===== config.mk =====
export PLATFORM = sky130hd
export DESIGN_NAME = eth_frame_builder
export DESIGN_NICKNAME = d
export VERILOG_FILES = /design/src/rtl/eth_frame_builder.sv
export SDC_FILE = /design/constraint.sdc
export NUM_CORES = 1
export LEC_CHECK = 0
export CAP_MARGIN = 20
export CORE_MARGIN = 5
export CORE_UTILIZATION = 57
export CTS_CLUSTER_SIZE = 28
export DETAILED_ROUTE_END_ITERATION = 12
export GPL_ROUTABILITY_DRIVEN = 0
export PLACE_DENSITY = 0.85
export SLEW_MARGIN = 20
export SYNTH_ARGS = -nofsm -noshare
export SYNTH_HDL_FRONTEND = slang
export SYNTH_SLANG_ARGS = --single-unit

===== constraint.sdc =====
create_clock -name clk -period 6.5 [get_ports clk]
set_input_delay 1.3 -clock clk [delete_from_list [all_inputs] [get_ports clk]]
set_output_delay 1.3 -clock clk [all_outputs]
set_load 0.005 [all_outputs]

===== src/rtl/eth_frame_builder.sv =====
// eth_frame_builder
//   Transmit-side L2 frame builder. Takes one header descriptor per frame
//   (dest/src MAC, optional 802.1Q tag, EtherType) and a byte-aligned payload
//   AXI4-Stream. Emits the complete frame (no FCS) on an AXI4-Stream master.
//   The header is prepended and the payload is re-aligned across 64-bit beats.
//
//   Build option: define ETH_TX_PAD_EN to zero-pad frames shorter than
//   60 bytes up to exactly 60 bytes. Without it, output length is
//   header length + payload length.
//
// Ports
//   clk, rst_n             clock, asynchronous active-low reset
//   s_hdr_*                header descriptor (valid/ready), accepted only in IDLE
//   s_axis_*               payload stream slave, byte 0 in [7:0]
//   m_axis_*               frame stream master, registered outputs
module eth_frame_builder #(
   parameter int          DATA_WIDTH = 64,
   parameter logic [15:0] TPID       = 16'h8100
) (
   input  logic        clk,
   input  logic        rst_n,
   input  logic [47:0] s_hdr_dest_mac,
   input  logic [47:0] s_hdr_src_mac,
   input  logic [15:0] s_hdr_ethertype,
   input  logic        s_hdr_vlan_en,
   input  logic [11:0] s_hdr_vlan_id,
   input  logic        s_hdr_valid,
   output logic        s_hdr_ready,
   input  logic [63:0] s_axis_tdata,
   input  logic [7:0]  s_axis_tkeep,
   input  logic        s_axis_tvalid,
   output logic        s_axis_tready,
   input  logic        s_axis_tlast,
   output logic [63:0] m_axis_tdata,
   output logic [7:0]  m_axis_tkeep,
   output logic        m_axis_tvalid,
   input  logic        m_axis_tready,
   output logic        m_axis_tlast
);

   if (DATA_WIDTH != 64) begin : g_bad_width
      $error("eth_frame_builder: only DATA_WIDTH=64 is supported");
   end

   typedef enum logic [2:0] {S_IDLE, S_HDR, S_DATA, S_FLUSH, S_PAD, S_LAST} state_t;

   function automatic logic [7:0] keep_of(input logic [3:0] n);
      logic [8:0] m;
      m = (9'd1 << n) - 9'd1;
      return m[7:0];
   endfunction

   function automatic logic [63:0] lane_mask(input logic [7:0] keep);
      logic [63:0] m;
      for (int i = 0; i < 8; i++) m[8*i +: 8] = {8{keep[i]}};
      return m;
   endfunction

   function automatic logic [3:0] popcnt(input logic [7:0] v);
      logic [3:0] c;
      c = '0;
      for (int i = 0; i < 8; i++) c = c + {3'b0, v[i]};
      return c;
   endfunction

   // Header in wire order, converted to lane order (wire byte k in lane k).
   function automatic logic [143:0] pack_hdr(input logic [47:0] dst, input logic [47:0] src,
                                             input logic [15:0] et, input logic tag,
                                             input logic [11:0] vid);
      logic [143:0] wire_be;
      logic [143:0] lanes;
      wire_be = tag ? {dst, src, TPID, 4'h0, vid, et} : {dst, src, et, 32'h0};
      for (int k = 0; k < 18; k++) lanes[8*k +: 8] = wire_be[143-8*k -: 8];
      return lanes;
   endfunction

   state_t        state_q, state_d;
   logic [143:0]  hdr_q, hdr_d;
   logic          vlan_q, vlan_d;
   logic          hdr_idx_q, hdr_idx_d;
   logic          hdr_rdy_q, hdr_rdy_d;
   logic [63:0]   res_q, res_d;
   logic [3:0]    fl_cnt_q, fl_cnt_d;
   logic [63:0]   m_data_q, m_data_d;
   logic [7:0]    m_keep_q, m_keep_d;
   logic          m_valid_q, m_valid_d;
   logic          m_last_q, m_last_d;

   logic          load_en, hdr_fire, pay_fire, hdr_last, fits;
   logic [3:0]    pc, off, room, fin_n;
   logic [7:0]    fin_keep;
   logic          fin_last, fin_pad;
   logic [63:0]   merged, res_next;

   assign load_en  = !m_valid_q || m_axis_tready;
   assign hdr_fire = (state_q == S_IDLE) && hdr_rdy_q && s_hdr_valid;
   assign pay_fire = (state_q == S_DATA) && load_en && s_axis_tvalid;
   assign hdr_last = (hdr_idx_q == vlan_q);   // 1 header beat untagged, 2 tagged
   assign pc       = popcnt(s_axis_tkeep);
   assign off      = vlan_q ? 4'd2 : 4'd6;
   assign room     = 4'd8 - off;
   assign fits     = (pc <= room);
   // Byte count of the last content beat (data tail or flushed residual).
   assign fin_n    = (state_q == S_FLUSH) ? fl_cnt_q : off + pc;
   assign merged   = vlan_q ? {s_axis_tdata[47:0], res_q[15:0]} : {s_axis_tdata[15:0], res_q[47:0]};
   assign res_next = vlan_q ? {48'h0, s_axis_tdata[63:48]} : {16'h0, s_axis_tdata[63:16]};

`ifdef ETH_TX_PAD_EN
   function automatic logic [15:0] sat_add(input logic [15:0] a, input logic [3:0] b);
      logic [16:0] s;
      s = {1'b0, a} + {13'b0, b};
      return s[16] ? 16'hFFFF : s[15:0];
   endfunction

   logic [15:0] cnt_q, cnt_d;
   logic [16:0] fin_total;
   assign fin_total = {1'b0, cnt_q} + {13'b0, fin_n};

   // A short frame's last content beat is widened to a full beat of zeros,
   // unless it already covers byte 59, in which case it ends the frame there.
   always_comb begin
      fin_keep = keep_of(fin_n);
      fin_last = 1'b1;
      fin_pad  = 1'b0;
      if (fin_total < 17'd60) begin
         if (cnt_q >= 16'd56) begin
            fin_keep = 8'h0F;
         end else begin
            fin_keep = 8'hFF;
            fin_last = 1'b0;
            fin_pad  = 1'b1;
         end
      end
   end
`else
   assign fin_keep = keep_of(fin_n);
   assign fin_last = 1'b1;
   assign fin_pad  = 1'b0;
`endif

   // Next-state logic
   always_comb begin
      state_d = state_q;
      case (state_q)
         S_IDLE:  if (hdr_fire) state_d = S_HDR;
         S_HDR:   if (load_en && hdr_last) state_d = S_DATA;
         S_DATA:  if (pay_fire && s_axis_tlast) begin
            if (!fits)        state_d = S_FLUSH;
            else if (fin_pad) state_d = S_PAD;
            else              state_d = S_LAST;
         end
         S_FLUSH: if (load_en) state_d = fin_pad ? S_PAD : S_LAST;
`ifdef ETH_TX_PAD_EN
         S_PAD:   if (load_en && cnt_q >= 16'd56) state_d = S_LAST;
`endif
         S_LAST:  if (m_axis_tready) state_d = S_IDLE;
         default: state_d = S_IDLE;
      endcase
   end

   // Output / datapath logic
   always_comb begin
      hdr_d     = hdr_q;
      vlan_d    = vlan_q;
      hdr_idx_d = hdr_idx_q;
      res_d     = res_q;
      fl_cnt_d  = fl_cnt_q;
      m_data_d  = m_data_q;
      m_keep_d  = m_keep_q;
      m_last_d  = m_last_q;
      m_valid_d = m_valid_q && !m_axis_tready;
      hdr_rdy_d = (state_d == S_IDLE);
`ifdef ETH_TX_PAD_EN
      cnt_d     = cnt_q;
`endif
      case (state_q)
         S_IDLE: if (hdr_fire) begin
            hdr_d     = pack_hdr(s_hdr_dest_mac, s_hdr_src_mac, s_hdr_ethertype,
                                 s_hdr_vlan_en, s_hdr_vlan_id);
            vlan_d    = s_hdr_vlan_en;
            hdr_idx_d = 1'b0;
`ifdef ETH_TX_PAD_EN
            cnt_d     = '0;
`endif
         end
         S_HDR: if (load_en) begin
            m_data_d  = hdr_idx_q ? hdr_q[127:64] : hdr_q[63:0];
            m_keep_d  = 8'hFF;
            m_last_d  = 1'b0;
            m_valid_d = 1'b1;
            hdr_idx_d = 1'b1;
            // Header bytes past the pure-header beats seed the residual.
            res_d     = vlan_q ? {48'h0, hdr_q[143:128]} : hdr_q[127:64];
`ifdef ETH_TX_PAD_EN
            cnt_d     = sat_add(cnt_q, 4'd8);
`endif
         end
         S_DATA: if (pay_fire) begin
            m_valid_d = 1'b1;
            res_d     = res_next;
            if (s_axis_tlast && fits) begin
               m_data_d = merged & lane_mask(keep_of(fin_n));
               m_keep_d = fin_keep;
               m_last_d = fin_last;
`ifdef ETH_TX_PAD_EN
               cnt_d    = sat_add(cnt_q, fin_pad ? 4'd8 : fin_n);
`endif
            end else begin
               m_data_d = merged;
               m_keep_d = 8'hFF;
               m_last_d = 1'b0;
               fl_cnt_d = pc - room;
`ifdef ETH_TX_PAD_EN
               cnt_d    = sat_add(cnt_q, 4'd8);
`endif
            end
         end
         S_FLUSH: if (load_en) begin
            m_data_d  = res_q & lane_mask(keep_of(fin_n));
            m_keep_d  = fin_keep;
            m_last_d  = fin_last;
            m_valid_d = 1'b1;
`ifdef ETH_TX_PAD_EN
            cnt_d     = sat_add(cnt_q, fin_pad ? 4'd8 : fin_n);
`endif
         end
`ifdef ETH_TX_PAD_EN
         S_PAD: if (load_en) begin
            m_data_d  = '0;
            m_keep_d  = (cnt_q >= 16'd56) ? 8'h0F : 8'hFF;
            m_last_d  = (cnt_q >= 16'd56);
            m_valid_d = 1'b1;
            cnt_d     = sat_add(cnt_q, 4'd8);
         end
`endif
         default: ;
      endcase
   end

   // State register
   always_ff @(posedge clk or negedge rst_n) begin
      if (!rst_n) state_q <= S_IDLE;
      else        state_q <= state_d;
   end

   always_ff @(posedge clk or negedge rst_n) begin
      if (!rst_n) begin
         hdr_q     <= '0;
         vlan_q    <= 1'b0;
         hdr_idx_q <= 1'b0;
         hdr_rdy_q <= 1'b0;
         res_q     <= '0;
         fl_cnt_q  <= '0;
         m_data_q  <= '0;
         m_keep_q  <= '0;
         m_valid_q <= 1'b0;
         m_last_q  <= 1'b0;
`ifdef ETH_TX_PAD_EN
         cnt_q     <= '0;
`endif
      end else begin
         hdr_q     <= hdr_d;
         vlan_q    <= vlan_d;
         hdr_idx_q <= hdr_idx_d;
         hdr_rdy_q <= hdr_rdy_d;
         res_q     <= res_d;
         fl_cnt_q  <= fl_cnt_d;
         m_data_q  <= m_data_d;
         m_keep_q  <= m_keep_d;
         m_valid_q <= m_valid_d;
         m_last_q  <= m_last_d;
`ifdef ETH_TX_PAD_EN
         cnt_q     <= cnt_d;
`endif
      end
   end

   assign s_hdr_ready   = hdr_rdy_q;
   assign s_axis_tready = (state_q == S_DATA) && load_en;
   assign m_axis_tdata  = m_data_q;
   assign m_axis_tkeep  = m_keep_q;
   assign m_axis_tvalid = m_valid_q;
   assign m_axis_tlast  = m_last_q;

   a_full_keep: assert property (@(posedge clk) disable iff (!rst_n)
      (s_axis_tvalid && s_axis_tready && !s_axis_tlast) |-> (s_axis_tkeep == 8'hFF));
   a_min_byte: assert property (@(posedge clk) disable iff (!rst_n)
      (s_axis_tvalid && s_axis_tready) |-> s_axis_tkeep[0]);
   a_contig_keep: assert property (@(posedge clk) disable iff (!rst_n)
      (s_axis_tvalid && s_axis_tready) |-> ((s_axis_tkeep & (s_axis_tkeep + 8'd1)) == 8'd0));

endmodule


==> results of run 1 <==
## cell usage in the layout, fill, tap and decap left out, types with 5 or more instances in the layout
| cell type | instances |
|---|---|
| sky130_fd_sc_hd__and3_1 | 8 |
| sky130_fd_sc_hd__a221o_1 | 8 |
| sky130_fd_sc_hd__a22o_1 | 40 |
| sky130_fd_sc_hd__o211ai_1 | 8 |
| sky130_fd_sc_hd__a31oi_1 | 9 |
| sky130_fd_sc_hd__nand3b_1 | 15 |
| sky130_fd_sc_hd__o21a_1 | 9 |
| sky130_fd_sc_hd__nor2b_1 | 6 |
| sky130_fd_sc_hd__a21oi_1 | 103 |
| sky130_fd_sc_hd__ha_1 | 5 |
| sky130_fd_sc_hd__mux2_2 | 64 |
| sky130_fd_sc_hd__nand3_1 | 41 |
| sky130_fd_sc_hd__clkbuf_16 | 31 |
| sky130_fd_sc_hd__dfrtp_1 | 282 |
| sky130_fd_sc_hd__o21ai_0 | 66 |
| sky130_fd_sc_hd__a222oi_1 | 8 |
| sky130_fd_sc_hd__clkdlybuf4s50_1 | 277 |
| sky130_fd_sc_hd__mux4_2 | 16 |
| sky130_fd_sc_hd__nand2_1 | 483 |
| sky130_fd_sc_hd__mux2i_1 | 68 |
| sky130_fd_sc_hd__nor2_1 | 62 |
| sky130_fd_sc_hd__clkbuf_8 | 9 |
| sky130_fd_sc_hd__fa_1 | 5 |
| sky130_fd_sc_hd__buf_4 | 27 |
| sky130_fd_sc_hd__inv_1 | 17 |
| sky130_fd_sc_hd__nor3_1 | 12 |
| sky130_fd_sc_hd__clkbuf_1 | 9 |
| sky130_fd_sc_hd__a221oi_1 | 8 |
## per-layer routing
metal / track usage, % / part of all wire, % / up-vias
met3: 6.410 / 8.5 / 116
met4: 12.63 / 4.3 / 2
li1: - / - / 5693
met5: 0 / 0.029 / -
met1: 39.16 / 38 / 6293
met2: 51.71 / 49 / 633
## per-stage QoR
| stage | total power (uW) | setup TNS [ns] | setup slack, ns | cell area, um2 | std cells |
|---|---|---|---|---|---|
| floorplan | 5713 | 0 | 0.2086 | 14290 | 1523 |
| global placement | 7146 | -2.433 | -0.1336 | 17300 | 2047 |
| detailed placement | 7327 | -7.223 | -0.3843 | 17300 | 2047 |
| CTS | 9145 | 0 | 0.1970 | 18330 | 2104 |
| global route | 9733 | 0 | 0.003593 | 18350 | 2104 |
| finish | 9198 | 0 | 0.2653 | 18350 | 2104 |
## flip-flops by register name, summed over array words and instances, names as in the netlist
name and flops:
fl_cnt_q 4, hdr_idx_q 1, hdr_q 140, m_axis_tdata 64, m_axis_tkeep 8, m_axis_tlast 1, m_axis_tvalid 1, res_q 60
s_hdr_ready 1, state_q 3, vlan_q 1
## worst max-delay path, stage by stage
cell and delay (ns):
sky130_fd_sc_hd__clkdlybuf4s50_1 0.45, sky130_fd_sc_hd__inv_1 0.06, sky130_fd_sc_hd__fa_1 0.56, sky130_fd_sc_hd__fa_1 0.45
sky130_fd_sc_hd__fa_1 0.51, sky130_fd_sc_hd__inv_1 0.04, sky130_fd_sc_hd__ha_1 0.21, sky130_fd_sc_hd__fa_1 0.44
sky130_fd_sc_hd__xor2_1 0.20, sky130_fd_sc_hd__fa_1 0.41, sky130_fd_sc_hd__nand2b_1 0.18, sky130_fd_sc_hd__o22a_1 0.24
sky130_fd_sc_hd__a31oi_2 0.20, sky130_fd_sc_hd__a211oi_2 0.07, sky130_fd_sc_hd__inv_1 0.08, sky130_fd_sc_hd__ha_1 0.18
sky130_fd_sc_hd__inv_1 0.08, sky130_fd_sc_hd__a41oi_2 0.21, sky130_fd_sc_hd__o21ai_2 0.12, sky130_fd_sc_hd__mux2i_4 0.21
sky130_fd_sc_hd__a21oi_4 0.14, sky130_fd_sc_hd__o41ai_2 0.33
## final cells by class
class | instances | share of cell area, %
clock buffers | 49 | 5.087
clock inverters | 8 | 0.5251
inverters | 18 | 0.3682
multi-input cells | 1109 | 36.59
flip-flops and latches | 284 | 38.78
well taps | 330 | 2.250
repair buffers | 306 | 16.41
## kinds of logic (layout without fill, tap and decap cells)
group	Yosys count	after routing	share of synthesized area [%]
AND/OR/NAND/NOR	654	654	19.09
AO/OA/AOI/OAI	291	291	13.47
flip-flops	284	284	49.73
multiplexers	150	150	12.58
buffers and inverters	130	381	3.756
adder cells (fa/ha/maj)	10	10	1.138
XOR/XNOR	4	4	0.2452
## worst paths after layout
kind                            startpoint          endpoint  slack, ns
max                        s_axis_tkeep[0]  m_axis_tdata[48]       0.27
min                             hdr_q[135]        hdr_q[135]       0.47
max reg2reg                         vlan_q  m_axis_tdata[48]       2.83
min reg2reg                     hdr_q[135]        hdr_q[135]       0.47
max in group asynchronous            rst_n         hdr_q[41]       4.29
min in group asynchronous            rst_n          hdr_q[8]       0.74
## report_power, final
part / switching (uW) / internal (uW) / total [uW]
registers: 654 / 2520 / 3180
logic: 2320 / 1920 / 4240
clock network: 723 / 1060 / 1780
total: 3700 / 5500 / 9200
## repair_timing
action | in CTS | in global routing
hold endpoints to repair | 0 | 0
resized for setup | 0 | 4
setup buffers | 0 | 0
setup endpoints to repair | 0 | 21
==> summary.log, run 1 <==
qor: route.finalWirelength 44820 um
qor: critical_path.r2r.worst_path.cells 14
qor: clock_tree.cts_hold_buf 0
qor: sta.maxSlewViolCount 0
qor: layout.diodes 0
qor: run.count_of_max_cap_constraint_violations 0
qor: route.post-route-drc-count 0
qor: sta.timing_worst_slew_pin_value 1.054 ns
qor: synth.yosysWarningCount 0
qor: sta.min_period_over_period 95.92%
qor: synth.synth_fp_nets 1736
qor: layout.num-fill-cells 1821
qor: critical_path.worst_ep_required_time 6.96 ns
qor: synth.synth-edff-count 0
qor: critical_path.worst-path-max-fanout 8
qor: sta.setup_viol 0
qor: critical_path.critical_path_arrival 6.69 ns
qor: clock_tree.clock_insertion_delay_worst_skew 0.56 ns
qor: critical_path.path_class in2reg
qor: clock_tree.cts.htree.levels 1
qor: clock_tree.numCtsBuffers 31
qor: grt.initial_antenna_violation_count 1
qor: grt.grt-ovfl-total 0
qor: synth.postSynthAreaPerCell 9.384 um2
qor: worst_hold_path.class_of_the_tightest_hold_or_removal_check reg2reg
qor: synth.synth_unique_cells 64
qor: critical_path.timing.critical_path.to_type register
qor: synth.synth_cells 1523
qor: sta.slew_headroom 29.76%
qor: synth.synth_commonest_cells 484 x sky130_fd_sc_hd__nand2_1, 284 x sky130_fd_sc_hd__dfrtp_1, 103 x sky130_fd_sc_hd__a21oi_1, 68 x sky130_fd_sc_hd__mux2i_1, 66 x sky130_fd_sc_hd__o21ai_0
qor: sta.unrepaired_setup_endpoints_after_global_routing no
qor: sta.holdWs 0.4685 ns
qor: layout.multi_input_area 6713 um2
qor: grt.grt_max_degree 116
qor: sta.worst_clock_skew 0.009062 ns
qor: grt.via_count_of_the_first_global_routing_pass 12.91k
qor: clock_tree.clock_tree_from_tritoncts built
qor: grt.grt_pass1_wl 70000 um
qor: power.max_rail_drop_vdd 290.9 uV
qor: synth.synth_async_sr_flop_share 100.0%
qor: route.routed_via_density 6.054
qor: clock_tree.clock_tree.buffer_depth 3
qor: synth.yosys_reg_bits 284
qor: place.detailedPlacementHpwl 30030 um
qor: layout.post_route_cells_drive_above_1_share 10.54%
qor: status.run_status complete, no violations
qor: route.drt-wirelength-per-cell 21.30 um
qor: synth.synth.area.top_cells sky130_fd_sc_hd__dfrtp_1 50%, sky130_fd_sc_hd__nand2_1 13%, sky130_fd_sc_hd__mux2_2 5.0%
qor: synth.synth.most_common_cell sky130_fd_sc_hd__nand2_1
qor: clock_tree.clk_pin_slew_worst_paths 0.06 ns
qor: clock_tree.cts_sinks 284
qor: place.place.port_buffers 278
qor: route.antenna_violating_nets_post_route 0
qor: floorplanning.die-width 168.3 um
qor: grt.grt_util_all_layers 30.79%
qor: layout.nNetsFinal 1963
qor: layout.finalCoreUtilization 73.50%
qor: synth.post-synth-top-area-cell sky130_fd_sc_hd__dfrtp_1
qor: power.cellLeakagePower 0.008422 uW
qor: synth.mappedNetlistArea 14290 um2
qor: floorplanning.rows 58
qor: power.power.density 501.3 nW/um2
qor: worst_hold_path.whs_path_depth 2
qor: floorplanning.design.portCount 279
qor: route.drt-pass1-iter-count 5
qor: route.detail_route.iter0.violations 1128
qor: clock_tree.cts_root_buffer sky130_fd_sc_hd__clkbuf_16
qor: critical_path.startpoint_class_of_the_critical_path input port
qor: synth.synth_seq_area_share 49.73%
qor: floorplanning.initial_utilization 57.25%
qor: floorplanning.core_area 24960 um2
qor: sta.period_minus_ws_final 6.235 ns
qor: synth.yosys_most_used_dff sky130_fd_sc_hd__dfrtp_1
qor: synth.synth_top_area_share 49.73%
qor: layout.register_area 7114 um2
qor: floorplanning.floorplan.die_area 28340 um2
qor: sta.max_freq 160.4 MHz
qor: layout.area.growth.synth_to_final 28.38%
qor: route.dr_total_vias 12.74k
qor: floorplanning.die_h 168.3 um
qor: sta.timing.final.hold_violations 0
(Power assumes the default switching activity.)
==> run 2: changes to the inputs <==
--- a/config.mk
+++ b/config.mk
@@ -6,12 +6,12 @@
 export NUM_CORES = 1
 export LEC_CHECK = 0
 export CAP_MARGIN = 20
-export CORE_MARGIN = 5
+export CORE_MARGIN = 10
 export CORE_UTILIZATION = 57
-export CTS_CLUSTER_SIZE = 28
 export DETAILED_ROUTE_END_ITERATION = 12
 export GPL_ROUTABILITY_DRIVEN = 0
 export PLACE_DENSITY = 0.85
+export SKIP_LAST_GASP = 1
 export SLEW_MARGIN = 20
 export SYNTH_ARGS = -nofsm -noshare
 export SYNTH_HDL_FRONTEND = slang
==> run 2 against run 1 <==
Compared with the run above: sequential share of layout area decreased by 0.20 points; critical path depth unchanged; critical path type unchanged; via count increased by 1.3%; highest routed layer is now met4.
==> summary.log, run 2 (synthesis gave the netlist of run 1 again) <==
qor: layout.final_cells 2097 [-0.33%]
qor: sta.timing_worst_slew_pin_value 1.046 ns [-0.007723 ns]
qor: layout.final_common_cell sky130_fd_sc_hd__nand2_1
qor: sta.period_minus_ws_final 6.278 ns [+0.04312 ns]
qor: floorplanning.floorplan.die_area 31810 um2 [+12%]
qor: floorplanning.rows 57 [-1.7%]
qor: clock_tree.numCtsBuffers 30 [-3.2%]
qor: route.routed_via_density 6.155 [+1.7%]
qor: clock_tree.cts_root_buffer sky130_fd_sc_hd__clkbuf_16
qor: sta.maxSlewViolCount 0 [unchanged]
qor: critical_path.ff_to_ff_end m_axis_tdata[34]
qor: clock_tree.clock_tree_from_tritoncts built
qor: sta.slew_headroom 30.28% [+0.51 points]
qor: route.post-route-drc-count 0 [unchanged]
qor: route.dr_total_vias 12.91k [+1.3%]
qor: route.drt-wirelength-per-cell 22.48 um [+5.5%]
qor: layout.area.growth.synth_to_final 29.06%
qor: critical_path.r2r-start vlan_q
qor: critical_path.timing.critical_path.slowest_stage_cell sky130_fd_sc_hd__fa_1
qor: sta.final_critical_path_setup_slack 0.2222 ns [-0.04312 ns]
qor: power.cellLeakagePower 0.008457 uW [+0.41%]
qor: worst_hold_path.class_of_the_tightest_hold_or_removal_check reg2reg
qor: status.run_status complete, no violations
qor: place.dpl_cell_area 17270 um2 [-0.14%]
qor: critical_path.startpoint_class_of_the_critical_path input port
qor: power.power.density 504.8 nW/um2 [+0.69%]
qor: critical_path.critical_path.startpoint s_axis_tkeep[0]
qor: sta.setup_total_negative_slack 0 ns [unchanged]
qor: floorplanning.die-width 178.3 um [+5.9%]
qor: sta.timing.final.hold_violations 0 [unchanged]
qor: grt.grt_util_all_layers 28.77% [-2.0 points]
qor: floorplanning.die_h 178.3 um [+5.9%]
qor: layout.final_design_area_no_fill 18440 um2 [+0.52%]
qor: layout.register_area 7114 um2 [unchanged]
qor: worst_hold_path.timing.hold.worst_endpoint hdr_q[129]
qor: critical_path.timing.critical_path.to_type register
qor: layout.diodes 0 [unchanged]
qor: floorplanning.core_area 24460 um2 [-2.0%]
qor: layout.nNetsFinal 1965 [+0.10%]
qor: worst_hold_path.whs_path_depth 2 [unchanged]
qor: place.placed_cells 2037 [-0.49%]
qor: floorplanning.design.portCount 279 [unchanged]
qor: power.max_rail_drop_vdd 315.7 uV [+8.6%]
qor: critical_path.cpPeakStageDelay 0.55 ns [about the same]
qor: place.detailedPlacementHpwl 31520 um [+5.0%]
qor: critical_path.path_class in2reg
qor: run.count_of_max_cap_constraint_violations 0 [unchanged]
qor: sta.unrepaired_setup_endpoints_after_global_routing yes
qor: sta.min_period_over_period 96.58% [+0.66 points]
qor: critical_path.r2r_setup_slack 2.94 ns [+0.11 ns]
qor: floorplanning.initial_utilization 58.42% [+1.2 points]
qor: route.finalWirelength 47150 um [+5.2%]
qor: critical_path.critical_path_arrival 6.75 ns [+0.06 ns]
qor: sta.max_freq 159.3 MHz [-0.69%]
qor: critical_path.r2r.worst_path.cells 14 [unchanged]
qor: sta.worst_clock_skew 0.01125 ns [+0.002190 ns]
qor: grt.via_count_of_the_first_global_routing_pass 13.12k [+1.6%]
qor: critical_path.path_cells clkdlybuf4s50_1 > inv_1 > fa_1 > fa_1 > fa_1 > inv_1 > ha_1 > fa_2 > xor2_2 > fa_2 > nand2b_1 > o22a_1 > a22oi_1 > a21o_1 > ha_1 > inv_1 > a41oi_4 > buf_4 > nand2_2 > mux2i_4 > a21oi_1 > a21oi_1
qor: clock_tree.clk_pin_slew_worst_paths 0.06 ns [about the same]
qor: layout.top_register hdr_q
qor: clock_tree.cts_hold_buf 0 [unchanged]
qor: clock_tree.cts.htree.levels 1 [unchanged]
qor: critical_path.worst_ep_required_time 6.97 ns [about the same]
qor: worst_hold_path.hp-start hdr_q[129]
qor: clock_tree.cts_sinks 284 [unchanged]
qor: route.antenna_violating_nets_post_route 0 [unchanged]
qor: route.detail_route.iter0.violations 1165 [+3.3%]
qor: layout.num-fill-cells 1704 [-6.4%]
qor: critical_path.worst-path-max-fanout 8 [unchanged]
qor: clock_tree.clock_insertion_delay_worst_skew 0.56 ns [about the same]
qor: sta.holdWs 0.4632 ns [-0.005290 ns]
qor: place.worst_slack_at_placement -0.6111 ns [-0.2268 ns]
qor: grt.initial_antenna_violation_count 0 [-1]
qor: layout.post_route_cells_drive_above_1_share 11.05% [+0.51 points]
qor: clock_tree.clock_tree.buffer_depth 3 [unchanged]
qor: grt.grt_pass1_wl 73040 um [+4.3%]
qor: layout.multi_input_area 6768 um2 [+0.82%]
qor: grt.grt_max_degree 155 [+34%]
qor: layout.largest_register_ff_count 140 [unchanged]
qor: grt.grt-ovfl-total 0 [unchanged]
qor: layout.layout_common_cells 482 x sky130_fd_sc_hd__nand2_1, 282 x sky130_fd_sc_hd__dfrtp_1, 277 x sky130_fd_sc_hd__clkdlybuf4s50_1
qor: sta.setup_viol 0 [unchanged]
qor: place.place.port_buffers 278 [unchanged]
qor: route.drt-pass1-iter-count 5 [unchanged]
-- run 2: power by group --
group | internal, uW | leakage [uW] | switching [uW]
Combinational | 2000 | 0.00439 | 2390
Clock | 1030 | 0.000500 | 714
Sequential | 2520 | 0.00357 | 653
Total | 5550 | 0.00846 | 3760
-- run 2: timing repair --
action / 4_1_cts / 5_1_grt
setup buffers: 0 / 4
setup endpoints to repair: 8 / 26
resized for setup: 2 / 11
pin swaps: 0 / 1
endpoints found under the hold margin: 0 / 0
-- run 2: worst max-delay path: cells and delay by family --
| family | cells | cell delay [ns] |
|---|---|---|
| simple gates | 2 | 0.24 |
| buf+inv | 5 | 0.82 |
| compound gates | 6 | 1.18 |
| xor+xnor | 1 | 0.20 |
| mux | 1 | 0.34 |
| fa+ha+maj | 7 | 2.67 |
-- run 2: through the flow --
step                      total power, uW  util, %
after CTS                            9124    74.76
after detailed placement             7322    70.61
after global routing                 9850    75.40
final                                9310    75.40
after floorplan                      5713        -
after global placement               7138    70.61
-- run 2: layer usage --
| metal | track usage (%) | part of all wire [%] | up-vias |
|---|---|---|---|
| li1 | - | - | 5697 |
| met2 | 47.26 | 48 | 751 |
| met4 | 13.88 | 5.3 | 0 |
| met5 | 0 | 0 | - |
| met1 | 35.17 | 37 | 6313 |
| met3 | 6.702 | 9.4 | 146 |
-- run 2: how the worst max path moves through the flow --
stage | to | slack [ns]
2_1_floorplan | m_axis_tdata[48] | 0.21
3_3_place_gp | m_axis_tdata[38] | -0.29
3_5_place_dp | m_axis_tdata[39] | -0.61
4_1_cts | m_axis_tdata[48] | 0.02
5_1_grt | m_axis_tdata[37] | -0.009
6_report | m_axis_tdata[34] | 0.22
-- run 2: cell type report --
cell class / instances / share of cell area [%]
clock buffer: 43 / 4.884
sequential: 284 / 38.57
tap: 324 / 2.198
inverter: 18 / 0.3663
timing repair buffer: 309 / 16.73
clock inverter: 10 / 0.5563
multi-input combinational: 1109 / 36.69
==> run 3: changes to the inputs <==
==> constraint.sdc (replaced) <==
create_clock -name clk -period 6.5 [get_ports clk]
set_input_delay 1.3 -clock clk [delete_from_list [all_inputs] [get_ports clk]]
set_output_delay 1.3 -clock clk [all_outputs]
set_load 0.05 [all_outputs]
==> run 3 against run 2 <==
Compared with the run above: via count shrank 1.1%; critical path depth is the same; combinational power grew 16%; critical path type unchanged; count of clock-buffer cells in the layout grew 1; hold slack gained 0.0064 ns; final cell count is the same.
==> summary.log, run 3 (synthesis gave the netlist of run 1 again) <==
qor: worst_hold_path.class_of_the_tightest_hold_or_removal_check reg2reg
qor: floorplanning.initial_utilization 58.42% [unchanged]
qor: place.worst_slack_at_placement -0.4480 ns [+0.1631 ns]
qor: layout.num-fill-cells 1723 [+1.1%]
qor: layout.top_register hdr_q
qor: layout.register_area 7114 um2 [unchanged]
qor: critical_path.cpPeakStageDelay 0.55 ns [about the same]
qor: power.cellLeakagePower 0.008428 uW [-0.34%]
qor: clock_tree.clock_tree_from_tritoncts built
qor: layout.multi_input_area 6741 um2 [-0.39%]
qor: sta.max_freq 159.5 MHz [+0.12%]
qor: critical_path.critPathMostFrequentCell sky130_fd_sc_hd__fa_1
qor: layout.layout_common_cells 483 x sky130_fd_sc_hd__nand2_1, 282 x sky130_fd_sc_hd__dfrtp_1, 277 x sky130_fd_sc_hd__clkdlybuf4s50_1
qor: layout.largest_register_ff_count 140 [unchanged]
qor: place.place.port_buffers 278 [unchanged]
qor: floorplanning.core_area 24460 um2 [unchanged]
qor: sta.timing_worst_slew_pin_value 1.073 ns [+0.02754 ns]
qor: critical_path.startpoint_class_of_the_critical_path input port
qor: critical_path.r2r.worst_path.cells 14 [unchanged]
qor: route.antenna_violating_nets_post_route 0 [unchanged]
qor: layout.diodes 0 [unchanged]
qor: route.drt-wirelength-per-cell 22.14 um [-1.5%]
qor: critical_path.r2r-start vlan_q
qor: critical_path.timing.critical_path.slowest_stage_cell sky130_fd_sc_hd__fa_1
qor: clock_tree.numCtsBuffers 30 [unchanged]
qor: worst_hold_path.whs_path_depth 2 [unchanged]
qor: clock_tree.cts_hold_buf 0 [unchanged]
qor: route.finalWirelength 46430 um [-1.5%]
qor: critical_path.timing.critical_path.to_type register
qor: sta.maxSlewViolCount 0 [unchanged]
qor: worst_hold_path.timing.hold.worst_endpoint hdr_q[139]
qor: critical_path.critical_path.n_buffers_inverters 5 [unchanged]
qor: critical_path.path_class in2reg
qor: critical_path.path_delay_family adder cells
qor: floorplanning.design.portCount 279 [unchanged]
qor: critical_path.path_cells clkdlybuf4s50_1 > inv_1 > fa_1 > fa_1 > fa_1 > inv_1 > ha_1 > fa_1 > xor2_1 > fa_1 > nand2b_1 > o22a_1 > a31oi_2 > a211oi_2 > inv_1 > ha_1 > inv_1 > a41oi_2 > o21ai_2 > mux2i_4 > a21oi_4 > o41ai_2
qor: worst_hold_path.hp-start hdr_q[139]
qor: status.run_status complete, no violations
qor: sta.min_period_over_period 96.46% [-0.12 points]
qor: floorplanning.die_h 178.3 um [unchanged]
qor: layout.nNetsFinal 1964 [-0.051%]
qor: grt.via_count_of_the_first_global_routing_pass 13.18k [+0.43%]
qor: grt.grt_max_degree 159 [+2.6%]
qor: sta.worst_clock_skew 0.01948 ns [+0.008231 ns]
qor: sta.timing.final.hold_violations 0 [unchanged]
qor: critical_path.worst-path-stages 22 [unchanged]
qor: grt.grt_pass1_wl 71970 um [-1.5%]
qor: run.count_of_max_cap_constraint_violations 0 [unchanged]
qor: critical_path.r2r_setup_slack 2.99 ns [+0.05 ns]
qor: clock_tree.cts.htree.levels 1 [unchanged]
qor: layout.area.growth.synth_to_final 28.60%
qor: critical_path.critical_path_arrival 6.71 ns [-0.04 ns]
qor: sta.final_critical_path_setup_slack 0.2298 ns [+0.007644 ns]
qor: critical_path.worst_ep_required_time 6.94 ns [-0.03 ns]
qor: route.dr_total_vias 12.76k [-1.1%]
qor: floorplanning.rows 57 [unchanged]
qor: grt.initial_antenna_violation_count 0 [unchanged]
qor: power.power.density 540.7 nW/um2 [+7.1%]
qor: sta.period_minus_ws_final 6.270 ns [-0.007644 ns]
qor: clock_tree.clock_tree.buffer_depth 3 [unchanged]
qor: critical_path.ff_to_ff_end m_axis_tdata[48]
qor: clock_tree.clk_pin_slew_worst_paths 0.06 ns [about the same]
qor: layout.final_common_cell sky130_fd_sc_hd__nand2_1
qor: floorplanning.die-width 178.3 um [unchanged]
qor: route.drt-pass1-iter-count 10 [+5]
qor: floorplanning.floorplan.die_area 31810 um2 [unchanged]
qor: route.post-route-drc-count 0 [unchanged]
qor: layout.post_route_cells_drive_above_1_share 10.66% [-0.39 points]
qor: place.detailedPlacementHpwl 31620 um [+0.33%]
qor: clock_tree.cts_root_buffer sky130_fd_sc_hd__clkbuf_16
qor: critical_path.worst-path-max-fanout 8 [unchanged]
qor: clock_tree.clock_insertion_delay_worst_skew 0.56 ns [about the same]
qor: grt.grt_util_all_layers 28.32% [-0.46 points]
qor: power.max_rail_drop_vdd 388.7 uV [+23%]
qor: route.routed_via_density 6.086 [-1.1%]
qor: power.post-layout-total-power 9938 uW [+6.7%]
qor: clock_tree.cts_sinks 284 [unchanged]
qor: sta.setup_viol 0 [unchanged]
qor: route.detail_route.iter0.violations 1256 [+7.8%]
qor: sta.slew_headroom 28.44% [-1.8 points]
qor: grt.grt-ovfl-total 0 [unchanged]
==> run 3: changes by cell type in the layout (fill, tap and decap cells not counted), sizes merged <==
cell      change
clkbuf        +1
mux2i         +1
clkinv        -1
buf           -2
clkinvlp      +1
==> run 3: power by group <==
group	leakage (uW)	switching [uW]	internal, uW	total, uW
Sequential	0.00357	595	2530	3120
Combinational	0.00437	3130	1960	5090
Clock	0.000489	711	1020	1730
==> run 3: worst max-delay path by stage <==
stage	start	slack, ns	end
6_report	s_axis_tkeep[0]	0.23	m_axis_tdata[48]
5_1_grt	s_axis_tkeep[0]	-0.001	m_axis_tdata[22]
4_1_cts	s_axis_tkeep[0]	0.13	m_axis_tdata[34]
3_5_place_dp	s_axis_tkeep[0]	-0.45	m_axis_tdata[34]
3_3_place_gp	s_axis_tkeep[0]	-0.22	m_axis_tdata[32]
2_1_floorplan	s_axis_tkeep[0]	0.21	m_axis_tdata[48]
==> run 3: layer usage <==
metal,track usage [%],part of all wire [%]
met1,34.27,38
met2,47.04,48
met3,7.188,9.5
met4,12.40,4.5
met5,0,0
==> run 3: tightest hold or removal path: stages (launching register included) <==
cell and delay, ns:
sky130_fd_sc_hd__dfrtp_1 0.34, sky130_fd_sc_hd__nand2_1 0.05, sky130_fd_sc_hd__nand2_1 0.05
==> run 3: layout make-up <==
cell class | instances | area share, %
tap | 324 | 2.206
clock buffer | 44 | 4.806
timing repair buffer | 307 | 16.60
clock inverter | 10 | 0.6331
sequential | 284 | 38.71
multi-input combinational | 1110 | 36.68
inverter | 18 | 0.3676
==> run 3: what timing repair did <==
| action | in CTS | in global routing |
|---|---|---|
| hold endpoints to repair | 0 | 0 |
| gates resized for setup | 0 | 5 |
| setup buffers | 0 | 1 |
| setup endpoints to repair | 0 | 24 |
==> run 3: per-stage QoR <==
| stage | TNS (ns) | utilization [%] | hold WS, ns | instances | instance area, um2 |
|---|---|---|---|---|---|
| after floorplan | 0 | - | 0.4334 | 1523 | 14290 |
| final | 0 | 75.13 | 0.4696 | 2097 | 18380 |
| after global placement | -4.096 | 70.70 | 0.4468 | 2040 | 17300 |
| after global routing | -0.001385 | 75.13 | 0.4957 | 2097 | 18380 |
| after CTS | 0 | 74.79 | 0.4720 | 2094 | 18300 |
| after detailed placement | -10.11 | 70.70 | 0.4587 | 2040 | 17300 |
